File: src/rtl/div_iterative_unit.sv
// Radix-2 restoring divider for RV32M DIV/DIVU/REM/REMU: one quotient bit per cycle,
// with divide-by-zero and signed overflow resolved in a single cycle at issue.
module div_iterative_unit #(
    parameter int XLEN = 32,
    parameter int ID_W = 3
) (
    input  logic            clk,
    input  logic            rst,
    input  logic            issue_valid,
    output logic            issue_ready,
    input  logic [2:0]      issue_fn3,
    input  logic [XLEN-1:0] issue_rs1,
    input  logic [XLEN-1:0] issue_rs2,
    input  logic [ID_W-1:0] issue_id,
    input  logic            flush,
    output logic            result_valid,
    input  logic            result_ack,
    output logic [XLEN-1:0] result_data,
    output logic [ID_W-1:0] result_id
);
    localparam int CNT_W = $clog2(XLEN);
    localparam logic [CNT_W-1:0] LAST_ITER = CNT_W'(XLEN - 1);
    localparam logic [XLEN-1:0] MOST_NEG = {1'b1, {(XLEN-1){1'b0}}};

    typedef enum logic [1:0] {IDLE, DIVIDE, DONE} state_t;

    state_t          state_q, state_d;
    logic [CNT_W-1:0] cnt_q, cnt_d;
    logic [XLEN-1:0] quo_q, quo_d;     // dividend bits shift out MSB-first, quotient bits shift in
    logic [XLEN-1:0] rem_q, rem_d;
    logic [XLEN-1:0] dvs_q, dvs_d;
    logic            q_neg_q, q_neg_d;
    logic            r_neg_q, r_neg_d;
    logic            want_rem_q, want_rem_d;
    logic [XLEN-1:0] data_q, data_d;
    logic [ID_W-1:0] id_q, id_d;

    logic            is_signed, is_div_op, div_zero, sgn_ovf;
    logic [XLEN-1:0] abs_rs1, abs_rs2;
    logic [XLEN:0]   rem_shift, rem_diff;
    logic            q_bit;
    logic [XLEN-1:0] rem_next, quo_next, rem_fin, quo_fin;

    assign is_signed = ~issue_fn3[0];
    assign is_div_op = issue_fn3[2];
    assign div_zero  = (issue_rs2 == '0);
    assign sgn_ovf   = is_signed && (issue_rs1 == MOST_NEG) && (issue_rs2 == '1);
    assign abs_rs1   = (is_signed && issue_rs1[XLEN-1]) ? -issue_rs1 : issue_rs1;
    assign abs_rs2   = (is_signed && issue_rs2[XLEN-1]) ? -issue_rs2 : issue_rs2;

    // Partial remainder stays below the divisor, so one extra bit is enough to see the borrow.
    assign rem_shift = {rem_q, quo_q[XLEN-1]};
    assign rem_diff  = rem_shift - {1'b0, dvs_q};
    assign q_bit     = ~rem_diff[XLEN];
    assign rem_next  = q_bit ? rem_diff[XLEN-1:0] : rem_shift[XLEN-1:0];
    assign quo_next  = {quo_q[XLEN-2:0], q_bit};
    assign quo_fin   = q_neg_q ? -quo_next : quo_next;
    assign rem_fin   = r_neg_q ? -rem_next : rem_next;

    always_comb begin
        state_d    = state_q;
        cnt_d      = cnt_q;
        quo_d      = quo_q;
        rem_d      = rem_q;
        dvs_d      = dvs_q;
        q_neg_d    = q_neg_q;
        r_neg_d    = r_neg_q;
        want_rem_d = want_rem_q;
        data_d     = data_q;
        id_d       = id_q;
        if (flush) begin
            state_d = IDLE;
            cnt_d   = '0;
        end else begin
            case (state_q)
                IDLE: begin
                    if (issue_valid) begin
                        id_d       = issue_id;
                        want_rem_d = issue_fn3[1];
                        q_neg_d    = is_signed && (issue_rs1[XLEN-1] ^ issue_rs2[XLEN-1]) && !div_zero;
                        r_neg_d    = is_signed && issue_rs1[XLEN-1];
                        quo_d      = abs_rs1;
                        dvs_d      = abs_rs2;
                        rem_d      = '0;
                        cnt_d      = '0;
                        // MUL encodings never take the shortcut so they always iterate the full length.
                        if (is_div_op && div_zero) begin
                            data_d  = issue_fn3[1] ? issue_rs1 : '1;
                            state_d = DONE;
                        end else if (is_div_op && sgn_ovf) begin
                            data_d  = issue_fn3[1] ? '0 : MOST_NEG;
                            state_d = DONE;
                        end else begin
                            state_d = DIVIDE;
                        end
                    end
                end
                DIVIDE: begin
                    rem_d = rem_next;
                    quo_d = quo_next;
                    cnt_d = cnt_q + 1'b1;
                    if (cnt_q == LAST_ITER) begin
                        data_d  = want_rem_q ? rem_fin : quo_fin;
                        cnt_d   = '0;
                        state_d = DONE;
                    end
                end
                DONE: begin
                    if (result_ack) begin
                        state_d = IDLE;
                    end
                end
                default: state_d = IDLE;
            endcase
        end
    end

    always_ff @(posedge clk or posedge rst) begin
        if (rst) begin
            state_q    <= IDLE;
            cnt_q      <= '0;
            quo_q      <= '0;
            rem_q      <= '0;
            dvs_q      <= '0;
            q_neg_q    <= 1'b0;
            r_neg_q    <= 1'b0;
            want_rem_q <= 1'b0;
            data_q     <= '0;
            id_q       <= '0;
        end else begin
            state_q    <= state_d;
            cnt_q      <= cnt_d;
            quo_q      <= quo_d;
            rem_q      <= rem_d;
            dvs_q      <= dvs_d;
            q_neg_q    <= q_neg_d;
            r_neg_q    <= r_neg_d;
            want_rem_q <= want_rem_d;
            data_q     <= data_d;
            id_q       <= id_d;
        end
    end

    assign issue_ready  = (state_q == IDLE);
    assign result_valid = (state_q == DONE);
    assign result_data  = data_q;
    assign result_id    = id_q;
endmodule

File: config.mk
export PLATFORM = sky130hd
export DESIGN_NAME = div_iterative_unit
export DESIGN_NICKNAME = d
export VERILOG_FILES = /design/src/rtl/div_iterative_unit.sv
export SDC_FILE = /design/constraint.sdc
export NUM_CORES = 1
export LEC_CHECK = 0
export ABC_AREA = 1
export ABC_CLOCK_PERIOD_IN_PS = 3800
export BUFFER_PORTS_ARGS = -buffer_cell sky130_fd_sc_hd__buf_4
export CAP_MARGIN = 10
export CORE_MARGIN = 5
export CORE_UTILIZATION = 35
export CTS_CLUSTER_DIAMETER = 100
export DETAILED_ROUTE_END_ITERATION = 10
export GPL_TIMING_DRIVEN = 0
export PLACE_DENSITY_LB_ADDON = 0.3
export SKIP_LAST_GASP = 1
export SYNTH_ARGS = -nofsm -noshare
export SYNTH_HDL_FRONTEND = slang
export SYNTH_SLANG_ARGS = --single-unit
File: constraint.sdc
create_clock -name clk -period 3.8 [get_ports clk]
set_input_delay 0.19 -clock clk [delete_from_list [all_inputs] [get_ports clk]]
set_output_delay 0.19 -clock clk [all_outputs]
set_load 0.005 [all_outputs]
Yosys cells after proc, flatten, opt, wreduce, memory -nomap -nowiden
Cells that the tools add are included.
{"block": "word_totals", "regBits": 141, "latch_bits": 0, "mem_bits_rw": 0, "mem_bits_ro": 0, "in_bits": 75, "output_inout_bits": 37, "wordCells": 77, "n_memories": 0}
{"block": "op_classes", "addsub": 6, "multipliers": 0, "div": 0, "magnitude_cmp": 0, "n_eq_ne": 11, "n_shift": 0, "muxes": 28, "n_bitwise": 4, "reduce_logical": 18}
{"op": "$mux 32", "count": 14}
{"op": "$pmux 32 s2", "count": 3}
{"op": "$neg 32->32", "count": 4}
{"op": "$eq 32x32->1 const B", "count": 2}
{"op": "$sub 33x32->33", "count": 1}
{"op": "$logic_not 32->1", "count": 1}
{"op": "$mux 5", "count": 3}
{"op": "$mux 2", "count": 6}
{"op": "$pmux 5 s2", "count": 1}
{"op": "$reduce_and 3->1", "count": 3}
{"op": "$logic_and 1x1->1", "count": 8}
{"op": "$ne 3x2->1 const B", "count": 2}
{"op": "$pmux 2 s3", "count": 1}
{"op": "$add 5x1->5 const B", "count": 1}
{"op": "$eq 5x5->1 const B", "count": 1}
{"op": "$reduce_and 5->1", "count": 1}
{"op": "$ne 2x2->1 const B", "count": 2}
{"op": "$ne 3x1->1 const B", "count": 1}
{"op": "$ne 3x3->1 const B", "count": 1}
{"op": "$not 1->1", "count": 3}
{"op": "$reduce_bool 3->1", "count": 1}
{"op": "$eq 2x1->1 const B", "count": 1}
{"op": "$eq 2x2->1 const B", "count": 1}
{"op": "$logic_not 2->1", "count": 1}
{"op": "4 further kinds", "count": 4}

Longest topological paths before layout
Gate-level depths: netlist of the first run.
{"block": "logic_depth", "word_depth": 9, "mapped_depth": 33, "depth_no_buf": 31}

Worst setup path after synthesis of the first run
Ideal clock, no wire load.
{"block": "synth_path", "path_type": "flip-flop to flip-flop", "from": "reg quo_q[31]", "to": "reg data_q[30], in the netlist result_data[30]", "setup_time_ps": 77, "arrival_time_ps": 3929, "required_time_ps": 3723, "path_slack_ps": -206, "path_stages_with_launch": 34, "n_path_buf": 2, "period_less_slack_ps": 4006, "path_cell_list": "dfrtp_1 > inv_1 > ha_1 > fa_1 > inv_1 > nand2_1 > nand2_1 > nand3_1 > nand2_2 > nand2_2 > nand2_2 > nand2_4 > nand2_4 > nand2_4 > nand2_4 > buf_6 > buf_6 > ha_1 > nand3_1 > nor3_2 > nand3_1 > nor3_2 > nand3_1 > nor3_2 > nand3_1 > nor2_1 > nand3_1 > nand2_1 > nand3_1 > nand2_1 > nand3_1 > nand2_1 > nand2_1 > a21oi_1"}
{"block": "synth_via", "elab_chain_len": 7, "elab_cells_between_ends": 10, "classes_between": "3 x add/sub; 6 x mux; 1 x bitwise"}
{"item": "start: declaration", "line_no": "29", "text": "logic [XLEN-1:0] quo_q, quo_d;"}
{"item": "start signal: assignment", "line_no": "133", "text": "quo_q <= quo_d;"}
{"item": "$sub 33x32->33", "line_no": "53", "text": "assign rem_diff = rem_shift - {1'b0, dvs_q};"}
{"item": "$mux 32 or $not 1->1 (tied branches)", "line_no": "55, 54"}
{"item": "$neg 32->32 (on tied branches)", "line_no": "58, 57"}
{"item": "$mux 32 (on tied branches)", "line_no": "58, 57"}
{"item": "$mux 32 *", "line_no": "103", "text": "data_d = want_rem_q ? rem_fin : quo_fin;"}
{"item": "$mux 32 *", "line_no": "102", "text": "if (cnt_q == LAST_ITER) begin"}
{"item": "$pmux 32 s2 *", "line_no": "75", "text": "case (state_q)"}
{"item": "end signal: assignment", "line_no": "139", "text": "data_q <= data_d;"}
{"item": "end: declaration", "line_no": "35", "text": "logic [XLEN-1:0] data_q, data_d;"}
Mark *: on every way between the ends. The rest lies on a longest branch, timed or not. The select of a mux whose other input is x is not followed.
A chain may end at the register's enable or synchronous reset.

Worst setup path after layout of the first run
{"block": "layout_path", "from": "reg dvs_q[0]", "to": "reg data_q[28], in the netlist result_data[28]"}
{"block": "layout_via", "elab_chain_len": 7, "elab_cells_between_ends": 10, "classes_between": "3 x add/sub; 6 x mux; 1 x bitwise"}
{"item": "start: declaration", "line_no": "31", "text": "logic [XLEN-1:0] dvs_q, dvs_d;"}
{"item": "start signal: assignment", "line_no": "135", "text": "dvs_q <= dvs_d;"}
{"item": "$sub 33x32->33 *", "line_no": "53"}
{"item": "$mux 32 or $not 1->1 (tied branches)", "line_no": "55, 54"}
{"item": "$neg 32->32 (on tied branches)", "line_no": "58, 57"}
{"item": "$mux 32 (on tied branches)", "line_no": "58, 57"}
{"item": "$mux 32 *", "line_no": "103"}
{"item": "$mux 32 *", "line_no": "102"}
{"item": "$pmux 32 s2 *", "line_no": "75"}
Marks and branches as above.

==> flow_summary_export.csv, run 1 <==
group,metric,value,unit
worst_setup_path,crit_fanout,7,
logic_synthesis,postSynthCellCount,2236,
status,violations,"negative setup slack",
global_route,grt_pass1_vias,14500,
timing,worst_slew_pin_slew,879,ps
finish,mostFrequentLayoutCells,"nand2_1, inv_1, nor2_1, buf_4, nand3_1",
timing,hold_violations,0,
clock_network,clock-sinks,141,
logic_synthesis,syn-num-nets,2351,
timing,setup_slack,-281,ps
logic_synthesis,syn_avg_cell_area,5.96,um^2
drt,drt_wl_total,52.7,mm
global_route,grt_usage,0.244,
logic_synthesis,syn_area,0.0133,mm^2
finish,layout_commonest_cell,"nand2_1",
finish,fill_cells,4007,
floorplanning,core-area,0.0377,mm^2
finish,multi_input_area,0.00867,mm^2
drt,drtPass1Iterations,5,
clock_network,htreeDepth,4,
drt,wire_per_inst,17.9,um
timing,max_freq,245,MHz
worst_setup_path,arrival,4420,ps
drt,drtAntennaViolNets,0,
drt,drtIter0Drc,1383,
worst_setup_path,cpMaxStageDelayCell,"dfrtp_2",
finish,n_antenna_cell,0,
floorplanning,start_util,0.354,
global_route,grt_pass1_wl,80.1,mm
clock_network,clk_latency,460,ps
logic_synthesis,ys_async_sr_fraction,1.00,
floorplanning,ios,112,
worst_setup_path,reg2reg_to,"result_data[28]",
worst_setup_path,setup.worst_path.end_class,"flip-flop",
timing,post-route-period-util,1.07,
finish,stdcell_area,0.0165,mm^2
timing,fin_crit,4080,ps
clock_network,cts_tree,"done",
global_route,grt_remaining_overflow,0,
drt,vias,15300,
logic_synthesis,yosysWarnings,0,
worst_setup_path,timing_worst_setup_path_type,"flip-flop to flip-flop",
worst_setup_path,r2r_start,"dvs_q[0]",
logic_synthesis,ys_types,53,
floorplanning,dieWidth,205,um
global_route,antenna_found_initial,0,
logic_synthesis,ys_seq_area_frac,0.265,
worst_setup_path,slowest_delay,470,ps
timing,skew,20.0,ps
floorplanning,rows,71,
clock_network,cts_buffers,17,
timing,rsz0062_at_grt,"true",
hold_path,hp-class,"primary input to flip-flop",
timing,setup_viol,6,
place,dp_hpwl,41.5,mm
timing,maxSlewHeadroom,0.414,
floorplanning,die-area,0.0421,mm^2
floorplanning,die_h,205,um
drt,viasPerCell,5.22,
drt,drc,0,
finish,drive_gt1_frac,0.150,
logic_synthesis,ys_dominant_reg_cell,"dfrtp_1",
worst_setup_path,cp-startpoint,"dvs_q[0]",
clock_network,cts-root-buf,"clkbuf_16",
worst_setup_path,cp_data_required_time,4140,ps
worst_setup_path,worstSetupEndpoint,"result_data[28]",
worst_setup_path,startpoint_type,"flip-flop",
clock_network,clock_path_buffers,2,
place,dpl_cell_area,0.0149,mm^2
logic_synthesis,yosys_register_bits,141,
finish,ff_latch_area,0.00353,mm^2
worst_setup_path,reg2reg_slack,-280,ps
logic_synthesis,synth-edff-count,0,
clock_network,cts.clk_slew.worst_paths,80,ps
flow_run,maxCapViolations,0,
worst_setup_path,reg2reg_depth,31,
place,globalplace.congestion,0.977,
finish,syn_to_final_growth,23.5,%
status,status,"finished with violations",
timing,holdWs,41.8,ps
global_route,grt_max_degree,41,
timing,drv_slew,0,
finish,nNetsFinal,2529,
place,portBuffers,111,
==> worst min path at each step <==
stage	slack (ps)	cells past startpoint	from	to
after CTS	30	3	issue_rs2[12]	dvs_q[12]
after floorplan	300	2	issue_id[0]	result_id[0]
final	40	3	issue_rs2[12]	dvs_q[12]
after global routing	50	3	issue_rs2[12]	dvs_q[12]
after global placement	380	3	issue_id[0]	result_id[0]
after detailed placement	390	2	rst	result_data[8]
==> critical path: cells and delay by family (launching register included) <==
kind,cells,cell delay [ps]
flops,1,470
simple gates,24,2440
fa+ha+maj,3,670
compound gates,1,60
buf+inv,3,290
==> through the flow <==
stage	cells	setup TNS, ps	utilization	setup slack, ps
4_1_cts	2919	-2510	0.422	-423
6_report	2937	-1260	0.437	-281
5_1_grt	2937	-2570	0.437	-414
3_5_place_dp	2861	-7140	0.395	-933
3_3_place_gp	2858	-6140	0.394	-849
2_1_floorplan	2236	-2.56	-	-1.29
==> cell usage after synthesis (4+ instances only) <==
| library cell | number | area (um^2) |
|---|---|---|
| a21boi_1 | 9 | 67.6 |
| a21oi_1 | 111 | 556 |
| a22oi_1 | 14 | 105 |
| buf_1 | 6 | 22.5 |
| buf_2 | 12 | 60.1 |
| buf_6 | 6 | 67.6 |
| clkbuf_1 | 51 | 191 |
| dfrtp_1 | 141 | 3530 |
| ha_1 | 39 | 488 |
| inv_1 | 354 | 1330 |
| nand2_1 | 738 | 2770 |
| nand2_2 | 19 | 119 |
| nand2_4 | 5 | 56.3 |
| nand3_1 | 153 | 766 |
| nand3b_1 | 12 | 90.1 |
| nand4_1 | 29 | 181 |
| nor2_1 | 188 | 706 |
| nor2_2 | 11 | 68.8 |
| nor3_1 | 27 | 135 |
| nor3_2 | 4 | 40.0 |
| nor4_1 | 7 | 43.8 |
| o211ai_1 | 9 | 67.6 |
| o21ai_0 | 132 | 661 |
| o21ai_1 | 9 | 45.0 |
| o221ai_1 | 14 | 123 |
| o22ai_1 | 38 | 238 |
| o31ai_1 | 8 | 60.1 |
| or2_2 | 14 | 87.6 |
| xnor2_1 | 14 | 123 |
| xor2_1 | 30 | 263 |
==> layer usage <==
metal | track usage | share of wire
met4 | 0.0804 | 0.032
met1 | 0.347 | 0.46
met5 | 0 | 0
met2 | 0.375 | 0.44
met3 | 0.0449 | 0.076
==> sequential cells by signal, summed over array words and instances, names as in the netlist <==
signal	flops
dvs_q	32
quo_q	32
rem_q	32
result_data	32
cnt_q	5
result_id	3
state_q	2
q_neg_q	1
r_neg_q	1
want_rem_q	1
==> what timing repair did <==
| item | in CTS | in global routing |
|---|---|---|
| buffers inserted | 23 | 20 |
| setup endpoints to repair | 11 | 25 |
| resized for setup | 27 | 111 |
| gates cloned | 0 | 0 |
| hold endpoints to repair | 35 | 0 |
| hold buffers | 5 | 0 |
| pin swaps | 19 | 42 |
==> cell families after synthesis <==
group	synth area share
AO/OA/AOI/OAI	0.155
XOR/XNOR	0.0289
adder cells (fa/ha/maj)	0.0381
buffers and inverters	0.127
flip-flops	0.265
AND/OR/NAND/NOR	0.387
==> layout make-up <==
type / count / area share
clock buffers: 20 / 0.0271
flip-flops and latches: 141 / 0.215
multi-input cells: 1661 / 0.526
plain buffers: 75 / 0.0223
clock inverters: 11 / 0.0116
well taps: 511 / 0.0388
inverters: 358 / 0.0818
repair buffers: 160 / 0.0772
Power of run 1 is not shown: default switching activity piles up to over one toggle a cycle in this logic, so the estimate is an artifact.
==> run 2, diff against run 1 <==
- ABC_AREA: 1 -> default
==> run 2 against run 1 <==
Net effect: highest routed layer unchanged; via count decreased by 16%; clock skew decreased by 2.4 ps; register-to-register slack got worse by 690 ps; synthesized cell count decreased by 31%; the run still ends with negative setup slack left; critical endpoint is now result_data[12]; die area decreased by 10%; cell area decreased by 5.5%; largest cell class unchanged; non-clock buffer count increased by 5; global-route usage decreased by 0.49 points; sequential cell count unchanged; area after synthesis decreased by 11%.
==> flow_summary_export.csv, run 2 <==
group,metric,value,unit
drt,vias,13000,
logic_synthesis,postSynthCellCount,1543,
power_and_ir_drop,ir_drop,0.376,mV
logic_synthesis,ys_async_sr_fraction,1.00,
logic_synthesis,ys_seq_area_frac,0.297,
place,dp_hpwl,35.2,mm
power_and_ir_drop,internal-power,5.29,mW
power_and_ir_drop,clockPowerShare,0.166,
worst_setup_path,setup.worst_path.end_class,"flip-flop",
clock_network,clock-sinks,141,
global_route,grt_max_degree,38,
finish,mostFrequentLayoutCells,"nand2_1, nor2_1, buf_4, o21ai_0, dfrtp_1",
place,preCtsSetupSlack,-1600,ps
worst_setup_path,cpMaxStageDelayCell,"dfrtp_2",
timing,fin_crit,4770,ps
timing,worst_slew_pin_slew,819,ps
worst_setup_path,crit_fanout,5,
global_route,grt_usage,0.239,
logic_synthesis,synth.most_common_cell,"nand2_1",
drt,drt_wl_total,47.3,mm
logic_synthesis,yosys_register_bits,141,
logic_synthesis,ys_top_cells_by_area,"dfrtp_1, o21ai_0, a21oi_1",
power_and_ir_drop,p_seq_frac,0.256,
global_route,antenna_found_initial,0,
worst_setup_path,timing_worst_setup_path_type,"flip-flop to flip-flop",
clock_network,cts_buffers,17,
power_and_ir_drop,powerDensity,647,mW/mm^2
power_and_ir_drop,power_frac_comb,0.578,
power_and_ir_drop,switchingPower,4.78,mW
status,violations,"negative setup slack",
drt,drc,0,
drt,drtAntennaViolNets,0,
clock_network,htreeDepth,4,
flow_run,maxCapViolations,0,
logic_synthesis,ys_types,86,
timing,max_freq,210,MHz
global_route,grt_pass1_wl,71.8,mm
power_and_ir_drop,leakagePower,6.32,nW
place,dpl_cell_area,0.0135,mm^2
logic_synthesis,syn_avg_cell_area,7.69,um^2
worst_setup_path,arrival,5070,ps
timing,drv_slew,0,
floorplanning,core-area,0.0335,mm^2
global_route,grt_pass1_vias,12500,
finish,fill_cells,3322,
logic_synthesis,syn-num-nets,1658,
logic_synthesis,synth-edff-count,0,
clock_network,cts.clk_slew.worst_paths,60,ps
clock_network,clock_path_buffers,2,
floorplanning,dieWidth,194,um
timing,skew,17.5,ps
timing,post-route-period-util,1.26,
worst_setup_path,cp_data_required_time,4100,ps
drt,viasPerCell,5.93,
power_and_ir_drop,swShare,0.475,
finish,drive_gt1_frac,0.217,
logic_synthesis,yosys-top-cells-count,"nand2_1, o21ai_0, nor2_1",
place,globalplace.congestion,0.942,
timing,hold_violations,0,
floorplanning,start_util,0.354,
logic_synthesis,ys_dominant_reg_cell,"dfrtp_1",
hold_path,hp-class,"primary input to flip-flop",
place,portBuffers,110,
finish,final_core_util,0.464,
floorplanning,rows,67,
timing,rsz0062_at_grt,"true",
timing,setup_slack,-970,ps
timing,setup_viol,30,
worst_setup_path,startpoint_type,"flip-flop",
clock_network,clk_latency,450,ps
clock_network,cts-root-buf,"clkbuf_16",
timing,maxSlewHeadroom,0.453,
floorplanning,ios,112,
finish,layout_commonest_cell,"nand2_1",
finish,stdcell_area,0.0156,mm^2
global_route,grt_remaining_overflow,0,
drt,drtIter0Drc,1466,
logic_synthesis,yosysWarnings,0,
status,status,"finished with violations",
timing,holdWs,15.0,ps
finish,syn_to_final_growth,31.1,%
finish,multi_input_area,0.00886,mm^2
finish,ff_latch_area,0.00353,mm^2
logic_synthesis,yosysTopAreaCell,"dfrtp_1",
logic_synthesis,syn_area,0.0119,mm^2
finish,nNetsFinal,1837,
worst_setup_path,slowest_delay,460,ps
drt,drtPass1Iterations,5,
logic_synthesis,yosys.area.top_type_share,0.297,
floorplanning,die_h,194,um
floorplanning,die-area,0.0377,mm^2
clock_network,cts_tree,"done",
drt,wire_per_inst,21.7,um
timing,fin_tns_setup,-13450,ps
finish,n_antenna_cell,0,
worst_setup_path,crit_chain,"ha_4 -> fa_2 -> nand2b_4 -> a211oi_4 -> o21ai_4 -> o31ai_4 -> a21oi_4 -> xnor2_2 -> inv_2 -> buf_12 -> clkbuf_16 -> nor2_1 -> a21oi_4 -> ha_4 -> inv_4 -> nor4b_4 -> nor3b_4 -> buf_4 -> mux2i_4 -> o21ai_2 -> xor2_2 -> a221oi_1 -> o21ai_0",
## run 2: cell types whose count changed after synthesis, sizes merged, moves of 24 or more
cell,before,now
xor2,30,54
nand2,763,174
or3,0,26
o22ai,38,8
nor2,199,164
inv,356,54
nand3,156,19
a21oi,115,142
mux2i,0,33
xnor2,14,72
o21ai,141,175
## run 2: cells by family after synthesis
group | share of synthesized area
compound gates | 0.262
mux | 0.0354
xor+xnor | 0.0937
simple gates | 0.222
flops | 0.297
fa+ha+maj | 0.0428
buf+inv | 0.0460
## run 2: power groups by stage
stage          registers [mW]  clock network, mW  logic (mW)
2_1_floorplan            2.40                  0        3.26
3_3_place_gp             2.54                  0        4.68
3_5_place_dp             2.55                  0        4.76
4_1_cts                  2.54               1.69        5.34
5_1_grt                  2.63               1.76        6.25
6_report                 2.58               1.68        5.81
## run 2: worst paths after layout
check / start / end / slack, ps / cells past startpoint
min reg2reg: result_data[0] / result_data[0] / 480 / 2
max in group asynchronous: rst / dvs_q[26] / 2660 / 5
min: issue_rs2[0] / dvs_q[0] / 20 / 2
min in group asynchronous: rst / cnt_q[0] / 340 / 3
max: dvs_q[0] / result_data[12] / -970 / 23
max reg2reg: dvs_q[0] / result_data[12] / -970 / 23
## run 2: worst max-delay path: cells and delay by family (launching register included)
family,cells,cell delay [ps]
compound gates,8,1720
simple gates,4,760
fa+ha+maj,3,710
buf+inv,5,590
flops,1,460
xor+xnor,2,290
mux,1,90
## run 2: area by class of cell
| cell class | count | share of cell area |
|---|---|---|
| clock inverters | 12 | 0.00740 |
| plain buffers | 77 | 0.0308 |
| clock buffers | 20 | 0.0287 |
| multi-input cells | 1267 | 0.570 |
| flip-flops and latches | 141 | 0.227 |
| repair buffers | 163 | 0.0862 |
| inverters | 55 | 0.0137 |
| well taps | 448 | 0.0360 |
## run 2: through the flow
| step | power [mW] | std cells |
|---|---|---|
| after floorplan | 5.65 | 1543 |
| after global placement | 7.22 | 2101 |
| after detailed placement | 7.31 | 2105 |
| after CTS | 9.57 | 2164 |
| after global routing | 10.7 | 2183 |
| final | 10.1 | 2183 |
## run 2: per-layer routing
layer,part of all wire,vias up,global-route usage
li1,-,5952,-
met1,0.42,6227,0.319
met2,0.45,646,0.378
met3,0.089,129,0.0573
met4,0.038,0,0.0883
met5,0,-,0
## run 2: repair_timing
action	in CTS	in global routing
pin swaps	39	48
cloned	1	0
setup buffers	25	19
setup endpoints to repair	56	37
hold buffers	5	0
resized for setup	146	86
hold endpoints to repair	18	0
(Power assumes the default switching activity.)
==> run 3, diff against run 2 <==
- CAP_MARGIN: 10 -> default
- CELL_PAD_IN_SITES_DETAIL_PLACEMENT: default -> 0
- CELL_PAD_IN_SITES_GLOBAL_PLACEMENT: default -> 1
- REMOVE_ABC_BUFFERS: default -> 1
==> run 3 against run 2 <==
Net effect: the run still ends with negative setup slack left; sequential power increased by 3%; die area unchanged; hold slack improved by 4.7 ps; clock skew decreased by 1.7 ps; utilization decreased by 1.4 points; critical path depth increased by 1; clock-buffer cell count decreased by 1; combinational power decreased by 12%; setup slack improved by 28 ps; via count decreased by 7.1%; cell count decreased by 2.9%.
==> flow_summary_export.csv, run 3 (synthesis gave the netlist of run 2 again) <==
group,metric,value,unit
worst_setup_path,reg2reg_depth,24,
timing,post-route-period-util,1.25,
worst_setup_path,cp_data_required_time,4120,ps
power_and_ir_drop,powerDensity,636,mW/mm^2
place,portBuffers,111,
drt,viasPerCell,5.68,
place,dp_hpwl,31.2,mm
place,dp_cells,2035,
power_and_ir_drop,switchingPower,4.30,mW
global_route,grt_use_met2,0.357,
drt,wire_per_inst,20.3,um
clock_network,cts.clk_slew.worst_paths,60,ps
power_and_ir_drop,p_seq_frac,0.279,
timing,setup_slack,-942,ps
worst_setup_path,setup.worst_path.end_class,"flip-flop",
finish,instances_no_fill,2120,
hold_path,min_path_cells,2,
status,violations,"negative setup slack",
clock_network,clock-sinks,141,
power_and_ir_drop,leakagePower,6.17,nW
finish,final_core_util,0.449,
global_route,grt_remaining_overflow,0,
power_and_ir_drop,clockPowerShare,0.187,
finish,mostFrequentLayoutCells,"nand2_1, nor2_1, buf_4, o21ai_0, dfrtp_1",
clock_network,cts_tree,"done",
global_route,grt_max_degree,90,
floorplanning,ios,112,
clock_network,cts_buffers,17,
place,preCtsSetupSlack,-3180,ps
finish,drive_gt1_frac,0.208,
floorplanning,die-area,0.0377,mm^2
worst_setup_path,arrival,5060,ps
place,globalplace.congestion,0.936,
timing,holdWs,19.7,ps
drt,drtPass1Iterations,6,
power_and_ir_drop,internal-power,5.29,mW
floorplanning,core-area,0.0335,mm^2
global_route,grt_pass1_vias,11700,
finish,fill_cells,3421,
floorplanning,rows,67,
worst_setup_path,startpoint_type,"flip-flop",
global_route,antenna_found_initial,0,
global_route,grt_usage,0.223,
status,status,"finished with violations",
clock_network,htreeDepth,4,
global_route,grt_pass1_wl,67.5,mm
worst_setup_path,timing_worst_setup_path_type,"flip-flop to flip-flop",
drt,drtAntennaViolNets,0,
global_route,grtUsageMet3,0.0318,
global_route,top_usage_layer,"met2",
worst_setup_path,crit_fanout,6,
global_route,grt_util_met1,0.319,
flow_run,maxCapViolations,0,
floorplanning,dieWidth,194,um
timing,rsz0062_at_grt,"true",
floorplanning,start_util,0.354,
timing,setup_viol,27,
timing,hold_violations,0,
clock_network,clock_path_buffers,2,
timing,skew,15.8,ps
drt,drt_wl_total,43.0,mm
finish,nNetsFinal,1774,
finish,syn_to_final_growth,27.0,%
timing,fin_tns_setup,-14200,ps
clock_network,clk_latency,450,ps
timing,maxSlewHeadroom,0.0685,
finish,n_antenna_cell,0,
clock_network,cts-root-buf,"clkbuf_16",
timing,drv_slew,0,
power_and_ir_drop,swShare,0.448,
timing,worst_slew_pin_slew,1400,ps
drt,drtIter0Drc,894,
power_and_ir_drop,ir_drop,0.383,mV
timing,fin_crit,4740,ps
floorplanning,die_h,194,um
timing,max_freq,211,MHz
drt,vias,12000,
finish,layout_commonest_cell,"nand2_1",
hold_path,hp-class,"primary input to flip-flop",
drt,drc,0,
power_and_ir_drop,power_frac_comb,0.534,
run 3: power by group through the flow:
stage                     Clock (mW)  Combinational (mW)  Sequential (mW)
after global routing            1.89                5.64             2.76
final                           1.80                5.12             2.67
after detailed placement           0                4.37             2.64
after CTS                       1.82                4.84             2.63
after floorplan                    0                3.01             2.46
after global placement             0                4.29             2.62
run 3: final timing paths:
check                                       end       startpoint  slack, ps
worst max-delay path            result_data[26]        quo_q[31]       -940
worst min-delay path                   dvs_q[0]     issue_rs2[0]         20
worst max register to register  result_data[26]        quo_q[31]       -940
worst min register to register  result_data[12]  result_data[12]        480
max in group asynchronous              rem_q[0]              rst       2490
min in group asynchronous             rem_q[29]              rst        470
run 3: area by class of cell:
class                           instances  area [um^2]  area share
Timing Repair Buffer                  175         1570       0.104
Clock buffer                           19          443      0.0294
Tap cell                              448          561      0.0372
Sequential cell                       141         3530       0.234
Multi-Input combinational cell       1266         8540       0.566
Inverter                               55          230      0.0153
Clock inverter                         13          165      0.0110
Timing Repair inverter                  3         41.3     0.00274
run 3: layer usage:
layer	up-vias	wire (um)
met1	5797	20000
met2	364	19900
li1	5835	-
met5	-	0
met3	43	2230
met4	0	835
run 3: stage by stage:
stage | power (mW) | cell area (um^2)
after floorplan | 5.48 | 11500
after global placement | 6.92 | 12900
after detailed placement | 7.02 | 13200
after CTS | 9.30 | 14700
after global routing | 10.3 | 15100
final | 9.58 | 15100
run 3: worst max-delay path, stage by stage, from the launching register on:
cell and delay (ps):
dfrtp_1 360, inv_2 70, ha_4 160, fa_2 380, nand2b_4 160, a211oi_4 290, o21ai_4 110, o31ai_4 370
a21oi_4 120, xnor2_4 170, clkbuf_16 160, buf_16 140, inv_16 70, nor2_4 30, a21oi_4 160, ha_4 180
inv_4 40, nor4b_4 240, nor3b_4 270, mux2i_4 160, buf_6 160, a221o_1 310, o31ai_2 210, xnor2_1 170
o22ai_1 100
run 3: what timing repair did:
item,CTS,global route
pin swaps,50,40
setup endpoints to repair,64,39
buffers inserted,29,15
cloned,4,1
resized for setup,107,68
hold endpoints to repair,83,0
hold buffers,5,0
